<file path="src/rtl/branch_cond_if.sv">
// branch_cond_if: CC write-back, branch-in-ID and resolution bundle for branch_cond_unit
interface branch_cond_if #(
  parameter int CC_IDX_W = 2,
  parameter int CNT_W = 16
);
  logic cc_issue;
  logic [CC_IDX_W-1:0] cc_issue_idx;
  logic cc_wr;
  logic [CC_IDX_W-1:0] cc_wr_idx;
  logic [3:0] cc_wr_flags;
  logic id_branch_valid;
  logic [3:0] id_cond;
  logic [CC_IDX_W-1:0] id_cc_idx;
  logic id_annul;
  logic stall;
  logic branch_valid_out;
  logic branch_taken;
  logic annul_out;
  logic [CNT_W-1:0] branch_cnt;
  logic [CNT_W-1:0] taken_cnt;
  modport master (
    output cc_issue, cc_issue_idx, cc_wr, cc_wr_idx, cc_wr_flags,
           id_branch_valid, id_cond, id_cc_idx, id_annul,
    input  stall, branch_valid_out, branch_taken, annul_out, branch_cnt, taken_cnt
  );
  modport slave (
    input  cc_issue, cc_issue_idx, cc_wr, cc_wr_idx, cc_wr_flags,
           id_branch_valid, id_cond, id_cc_idx, id_annul,
    output stall, branch_valid_out, branch_taken, annul_out, branch_cnt, taken_cnt
  );
endinterface

</file>
<file path="src/rtl/branch_cond_unit.sv">
// branch_cond_unit: CC scoreboard with write-back forwarding, branch condition resolution and saturating stats
module branch_cond_unit #(
  parameter int NUM_CC = 4,
  parameter int CC_IDX_W = 2,
  parameter int CNT_W = 16,
  parameter int ANNUL_EN = 1
) (
  input logic clk,
  input logic rst_n,
  branch_cond_if.slave bus
);
  localparam int N_IDX = 2 ** CC_IDX_W;
  localparam bit ANN = ANNUL_EN != 0;
  logic [3:0] cc_q [NUM_CC];
  logic pend_q [NUM_CC];
  logic [3:0] cc_rd [N_IDX];
  logic [N_IDX-1:0] pend_rd;
  logic fwd, iss, stall, resolve, taken;
  logic [3:0] flags;
  logic [7:0] tbl;
  logic valid_q, taken_q, annul_q;
  logic [CNT_W-1:0] bcnt_q, tcnt_q;
  always_ff @(posedge clk or negedge rst_n)
    if (!rst_n) begin
      for (int k = 0; k < NUM_CC; k++) begin
        cc_q[k] <= '0;
        pend_q[k] <= 1'b0;
      end
    end else begin
      for (int k = 0; k < NUM_CC; k++) begin
        if (bus.cc_wr && bus.cc_wr_idx == CC_IDX_W'(k)) cc_q[k] <= bus.cc_wr_flags;
        if (bus.cc_issue && bus.cc_issue_idx == CC_IDX_W'(k)) pend_q[k] <= 1'b1;
        else if (bus.cc_wr && bus.cc_wr_idx == CC_IDX_W'(k)) pend_q[k] <= 1'b0;
      end
    end
  // Indices with no backing register read as clean, never-pending zeros
  genvar j;
  generate
    for (j = 0; j < N_IDX; j++) begin : g_rd
      if (j < NUM_CC) begin : g_real
        assign cc_rd[j] = cc_q[j];
        assign pend_rd[j] = pend_q[j];
      end else begin : g_pad
        assign cc_rd[j] = 4'd0;
        assign pend_rd[j] = 1'b0;
      end
    end
  endgenerate
  // Conditions 1xxx are the complement of 0xxx; 1000 falls out as "always" since 0000 is "never"
  always_comb begin
    fwd = bus.cc_wr && bus.cc_wr_idx == bus.id_cc_idx;
    iss = bus.cc_issue && bus.cc_issue_idx == bus.id_cc_idx;
    flags = fwd ? bus.cc_wr_flags : cc_rd[bus.id_cc_idx];
    tbl = {flags[0], flags[2], flags[1], flags[1] | flags[3], flags[2] ^ flags[0],
           flags[3] | (flags[2] ^ flags[0]), flags[3], 1'b0};
    taken = bus.id_cond[3] ^ tbl[bus.id_cond[2:0]];
    stall = bus.id_branch_valid & pend_rd[bus.id_cc_idx] & ~(fwd & ~iss);
    resolve = bus.id_branch_valid & ~stall;
  end
  always_ff @(posedge clk or negedge rst_n)
    if (!rst_n) begin
      valid_q <= 1'b0;
      taken_q <= 1'b0;
      annul_q <= 1'b0;
      bcnt_q <= '0;
      tcnt_q <= '0;
    end else begin
      valid_q <= resolve;
      taken_q <= resolve & taken;
      annul_q <= resolve & ANN & bus.id_annul & (~taken | bus.id_cond == 4'b1000);
      if (resolve && !(&bcnt_q)) bcnt_q <= bcnt_q + 1'b1;
      if (resolve && taken && !(&tcnt_q)) tcnt_q <= tcnt_q + 1'b1;
    end
  assign bus.stall = stall;
  assign bus.branch_valid_out = valid_q;
  assign bus.branch_taken = taken_q;
  assign bus.annul_out = annul_q;
  assign bus.branch_cnt = bcnt_q;
  assign bus.taken_cnt = tcnt_q;
endmodule
</file>
<file path="src/flat_wrapper.sv">
// flat-port wrapper written by rule: the top's interface ports become plain ports
module branch_cond_unit_flat 
#(
  parameter int NUM_CC = 4,
  parameter int CC_IDX_W = 2,
  parameter int CNT_W = 16,
  parameter int ANNUL_EN = 1
)
  (clk, rst_n, bus_cc_issue, bus_cc_issue_idx, bus_cc_wr, bus_cc_wr_idx, bus_cc_wr_flags, bus_id_branch_valid, bus_id_cond, bus_id_cc_idx, bus_id_annul, bus_stall, bus_branch_valid_out, bus_branch_taken, bus_annul_out, bus_branch_cnt, bus_taken_cnt);
  branch_cond_if #(.CC_IDX_W(CC_IDX_W), .CNT_W(CNT_W)) bus_i ();
  input logic clk;
  input logic rst_n;
  input wire logic [$bits(bus_i.cc_issue)-1:0] bus_cc_issue;
  input wire logic [$bits(bus_i.cc_issue_idx)-1:0] bus_cc_issue_idx;
  input wire logic [$bits(bus_i.cc_wr)-1:0] bus_cc_wr;
  input wire logic [$bits(bus_i.cc_wr_idx)-1:0] bus_cc_wr_idx;
  input wire logic [$bits(bus_i.cc_wr_flags)-1:0] bus_cc_wr_flags;
  input wire logic [$bits(bus_i.id_branch_valid)-1:0] bus_id_branch_valid;
  input wire logic [$bits(bus_i.id_cond)-1:0] bus_id_cond;
  input wire logic [$bits(bus_i.id_cc_idx)-1:0] bus_id_cc_idx;
  input wire logic [$bits(bus_i.id_annul)-1:0] bus_id_annul;
  output wire logic [$bits(bus_i.stall)-1:0] bus_stall;
  output wire logic [$bits(bus_i.branch_valid_out)-1:0] bus_branch_valid_out;
  output wire logic [$bits(bus_i.branch_taken)-1:0] bus_branch_taken;
  output wire logic [$bits(bus_i.annul_out)-1:0] bus_annul_out;
  output wire logic [$bits(bus_i.branch_cnt)-1:0] bus_branch_cnt;
  output wire logic [$bits(bus_i.taken_cnt)-1:0] bus_taken_cnt;
  assign bus_i.cc_issue = bus_cc_issue;
  assign bus_i.cc_issue_idx = bus_cc_issue_idx;
  assign bus_i.cc_wr = bus_cc_wr;
  assign bus_i.cc_wr_idx = bus_cc_wr_idx;
  assign bus_i.cc_wr_flags = bus_cc_wr_flags;
  assign bus_i.id_branch_valid = bus_id_branch_valid;
  assign bus_i.id_cond = bus_id_cond;
  assign bus_i.id_cc_idx = bus_id_cc_idx;
  assign bus_i.id_annul = bus_id_annul;
  assign bus_stall = bus_i.stall;
  assign bus_branch_valid_out = bus_i.branch_valid_out;
  assign bus_branch_taken = bus_i.branch_taken;
  assign bus_annul_out = bus_i.annul_out;
  assign bus_branch_cnt = bus_i.branch_cnt;
  assign bus_taken_cnt = bus_i.taken_cnt;
  branch_cond_unit #(.NUM_CC(NUM_CC), .CC_IDX_W(CC_IDX_W), .CNT_W(CNT_W), .ANNUL_EN(ANNUL_EN)) u_core (.clk(clk), .rst_n(rst_n), .bus(bus_i));
endmodule
</file>
<file path="config.mk">
export PLATFORM = sky130hd
export DESIGN_NAME = branch_cond_unit_flat
export DESIGN_NICKNAME = d
export VERILOG_FILES = /design/src/rtl/branch_cond_if.sv /design/src/rtl/branch_cond_unit.sv /design/src/flat_wrapper.sv
export SDC_FILE = /design/constraint.sdc
export NUM_CORES = 1
export LEC_CHECK = 0
export ABC_AREA = 1
export CAP_MARGIN = 20
export CORE_MARGIN = 2
export CORE_UTILIZATION = 40
export CTS_CLUSTER_SIZE = 40
export DETAILED_ROUTE_END_ITERATION = 16
export SYNTH_ARGS = -nofsm -noshare
export SYNTH_HDL_FRONTEND = slang
export SYNTH_SLANG_ARGS = --single-unit
</file>
<file path="constraint.sdc">
create_clock -name clk -period 2.1 [get_ports clk]
set_input_delay 0.21 -clock clk [delete_from_list [all_inputs] [get_ports clk]]
set_output_delay 0.21 -clock clk [all_outputs]
set_load 0.005 [all_outputs]
</file>
==> impl_metrics.ini <==
[timing]
finalSetupViolCount = 0
worst_clock_skew_ps = 6.684
final_hold_viol_count = 0
fin_crit_sh_pct = 92.29
fin_ws_ps = 162.0
relSlewSlack_pct = 73.12
slew_violations = 0
tightest_slew_ps = 400.1
fmax_mhz = 516.0
min_period_ps = 1938

[yosys]
yosysMostFrequentCell = nand2_1
yosysUniqueCellTypes = 35
synth_seq_cells = 55
synthesis.nets = 444
synth_area_um2 = 3334
synthTopCellsByArea = dfrtp_1 (41%), nand2_1 (15%), inv_1 (5.7%)
synth_seq_area_share_pct = 41.28
yosysWarnings = 0
synth_top_area_share_pct = 41.28
postSynthCellCount = 422
postSynthAreaPerCell_um2 = 7.902
synth_largest_area_cell = dfrtp_1
synth_common_cells = nand2_1 (130), dfrtp_1 (55), inv_1 (51), nand3_1 (32), nor2_1 (24)
synth-edff-count = 0
synthFlopType = dfrtp_1
async_reset_ff_share_pct = 100.0

[grt]
grt_max_degree = 24
grt_pass1_vias = 2899
antenna_found_initial = 0
grt_pass1_wl_um = 13480
grt_overflow = 0
grt_util_all_layers_pct = 18.76

[place]
place_congestion = 0.8958
post-dp-hpwl_um = 6101
port_buffers = 55
pre_cts_slack_ps = -304.5

[worst_setup_path]
arrival_ps = 2140
crit_type = in2reg
crit_fanout = 6
crit_path_start_kind = primary input
cp.required_ps = 2300
crit_path_end_kind = flip-flop

[power_and_ir_drop]
pwr-share-comb_pct = 31.2
power.leakage_nw = 2.207
peakVddDrop_mv = 0.4786
pwr-share-clk_pct = 24.6
swShare_pct = 32.14
seq_power_share_pct = 44.2
intPower_mw = 2.069
power_density_nw_per_um2 = 673.6
power_switching_uw = 979.8
p_total_mw = 3.049

[finish]
antenna_cells = 0
drive_above_1_share_pct = 19.66
final_nets = 545
area_growth_pct = 35.72
nFillCells = 758

[detailed_routing]
drc = 0
first_pass_iters = 4
wirelength_um = 8326
vias_per_cell = 4.927
ant_nets = 0
num_vias = 3099
drtIter0Drc = 135
post_drt_wl_per_cell_um = 13.24

[floorplan]
initial_core_util_pct = 40.99
coreArea_um2 = 8134
die_w_um = 95.30
rows = 33
die_h_um = 95.30
die_area_um2 = 9082
ios = 56

[flow_run]
cap_violations = 0

[clock_tree]
cts_htree_levels = 2
cts.clk_slew.worst_paths_ps = 100
cts_root_buffer = clkbuf_8
cts_buffer_depth = 2
cts_buffers = 5
cts.sinks = 55
cts_tree = done
worstSkewPairLatency_ps = 310

[worst_hold_path]
hold_path.class = in2async

[run_status]
status = completed
[flip-flops by register name, summed over array words and instances, names as in the netlist]
signal and cells:
u_core.bus.branch_taken 1, u_core.cc_q 16, u_core.pend_q 4, u_core.bus.taken_cnt 16, u_core.bus.branch_valid_out 1, u_core.bus.annul_out 1
u_core.bus.branch_cnt 16
[layer usage]
layer	GRT usage (%)	vias to the layer above	wire length (µm)
met5	0	-	0
met4	4.469	0	77
met3	2.530	7	317
met2	30.58	68	3984
met1	26.50	1470	3947
li1	-	1554	-
[power by group through the flow]
stage	combinational, mW	clock (mW)	sequential (mW)
global placement	0.853	0	1.37
CTS	0.881	0.765	1.35
floorplan	0.461	0	1.36
detailed placement	0.868	0	1.36
finish	0.952	0.750	1.35
global route	1.06	0.808	1.37
[per-stage QoR]
stage          area [µm²]  std cells  utilization [%]  setup TNS, ps  hold WS, ps
2_1_floorplan        3334        422                -              0       -85.59
3_3_place_gp         4175        608            51.33          -4443        128.0
3_5_place_dp         4175        608            51.33          -5123        134.5
4_1_cts              4332        620            53.25              0        320.3
5_1_grt              4526        629            55.64         -29.60        340.1
6_report             4526        629            55.64              0        322.5
[critical path: stages]
cell	delay, ps
clkdlybuf4s50_1	500
inv_2	80
nand2_1	60
nand2_1	80
nor2_4	150
nand3_1	90
nand2_1	80
inv_2	40
buf_4	140
nor2_8	190
nand2_8	90
inv_6	60
nand2_4	50
nor2_4	110
nand2_2	80
xnor2_2	120
[cell families after synthesis]
logic type                 count (synthesis)  synth area share [%]
AOI/OAI and AO/OA                         27                 4.991
DFF                                       55                 41.28
and+or+nand+nor                          244                 35.65
adders and majority gates                  2                0.7503
xor gates and xnor gates                  31                 8.368
buffers and inverters                     63                 8.968
[layout make-up]
| type | count | area (µm²) | area share [%] |
|---|---|---|---|
| Multi-Input combinational cell | 307 | 1799 | 39.76 |
| Inverter | 56 | 215.2 | 4.755 |
| Timing Repair Buffer | 98 | 882.1 | 19.49 |
| Tap cell | 105 | 131.4 | 2.903 |
| Clock buffer | 6 | 82.58 | 1.825 |
| Sequential cell | 55 | 1376 | 30.41 |
| Clock inverter | 2 | 38.79 | 0.8571 |
[cell usage in the layout, fill, tap and decap left out, types with 4 or more instances in the layout]
master             n
nor2_2             4
nand4_1           18
nor3_1            12
dfrtp_1           55
nor2_1            22
buf_4             40
nand2_2           14
nand3_1           28
nand3_2            4
nand2_1          120
xnor2_1           12
clkdlybuf4s50_1   51
nand2_4           10
xor2_1            17
clkbuf_8           6
inv_1             51
o21ai_0           16
[what timing repair did]
action                     4_1_cts  5_1_grt
pin swaps                        1       12
cloned                           0        3
gates resized for setup          4       33
buffers inserted                 3        6
hold endpoints to repair        13        0
setup endpoints to repair        1       19
hold buffers                     1        0
[worst paths after layout]
check | from | to | slack (ps) | cells after the start
setup / recovery | bus_cc_wr_idx[1] | u_core.bus.branch_cnt[9] | 160 | 16
hold / removal | rst_n | u_core.bus.branch_cnt[1] | 320 | 2
hold reg to reg | u_core.cc_q[3] | u_core.cc_q[3] | 500 | 2
setup reg to reg | u_core.bus.branch_cnt[0] | u_core.bus.branch_cnt[4] | 240 | 10
min in group clk | bus_id_annul | u_core.bus.annul_out | 440 | 3
max in group asynchronous | rst_n | u_core.cc_q[15] | 1170 | 3
(Power assumes the default switching activity.)
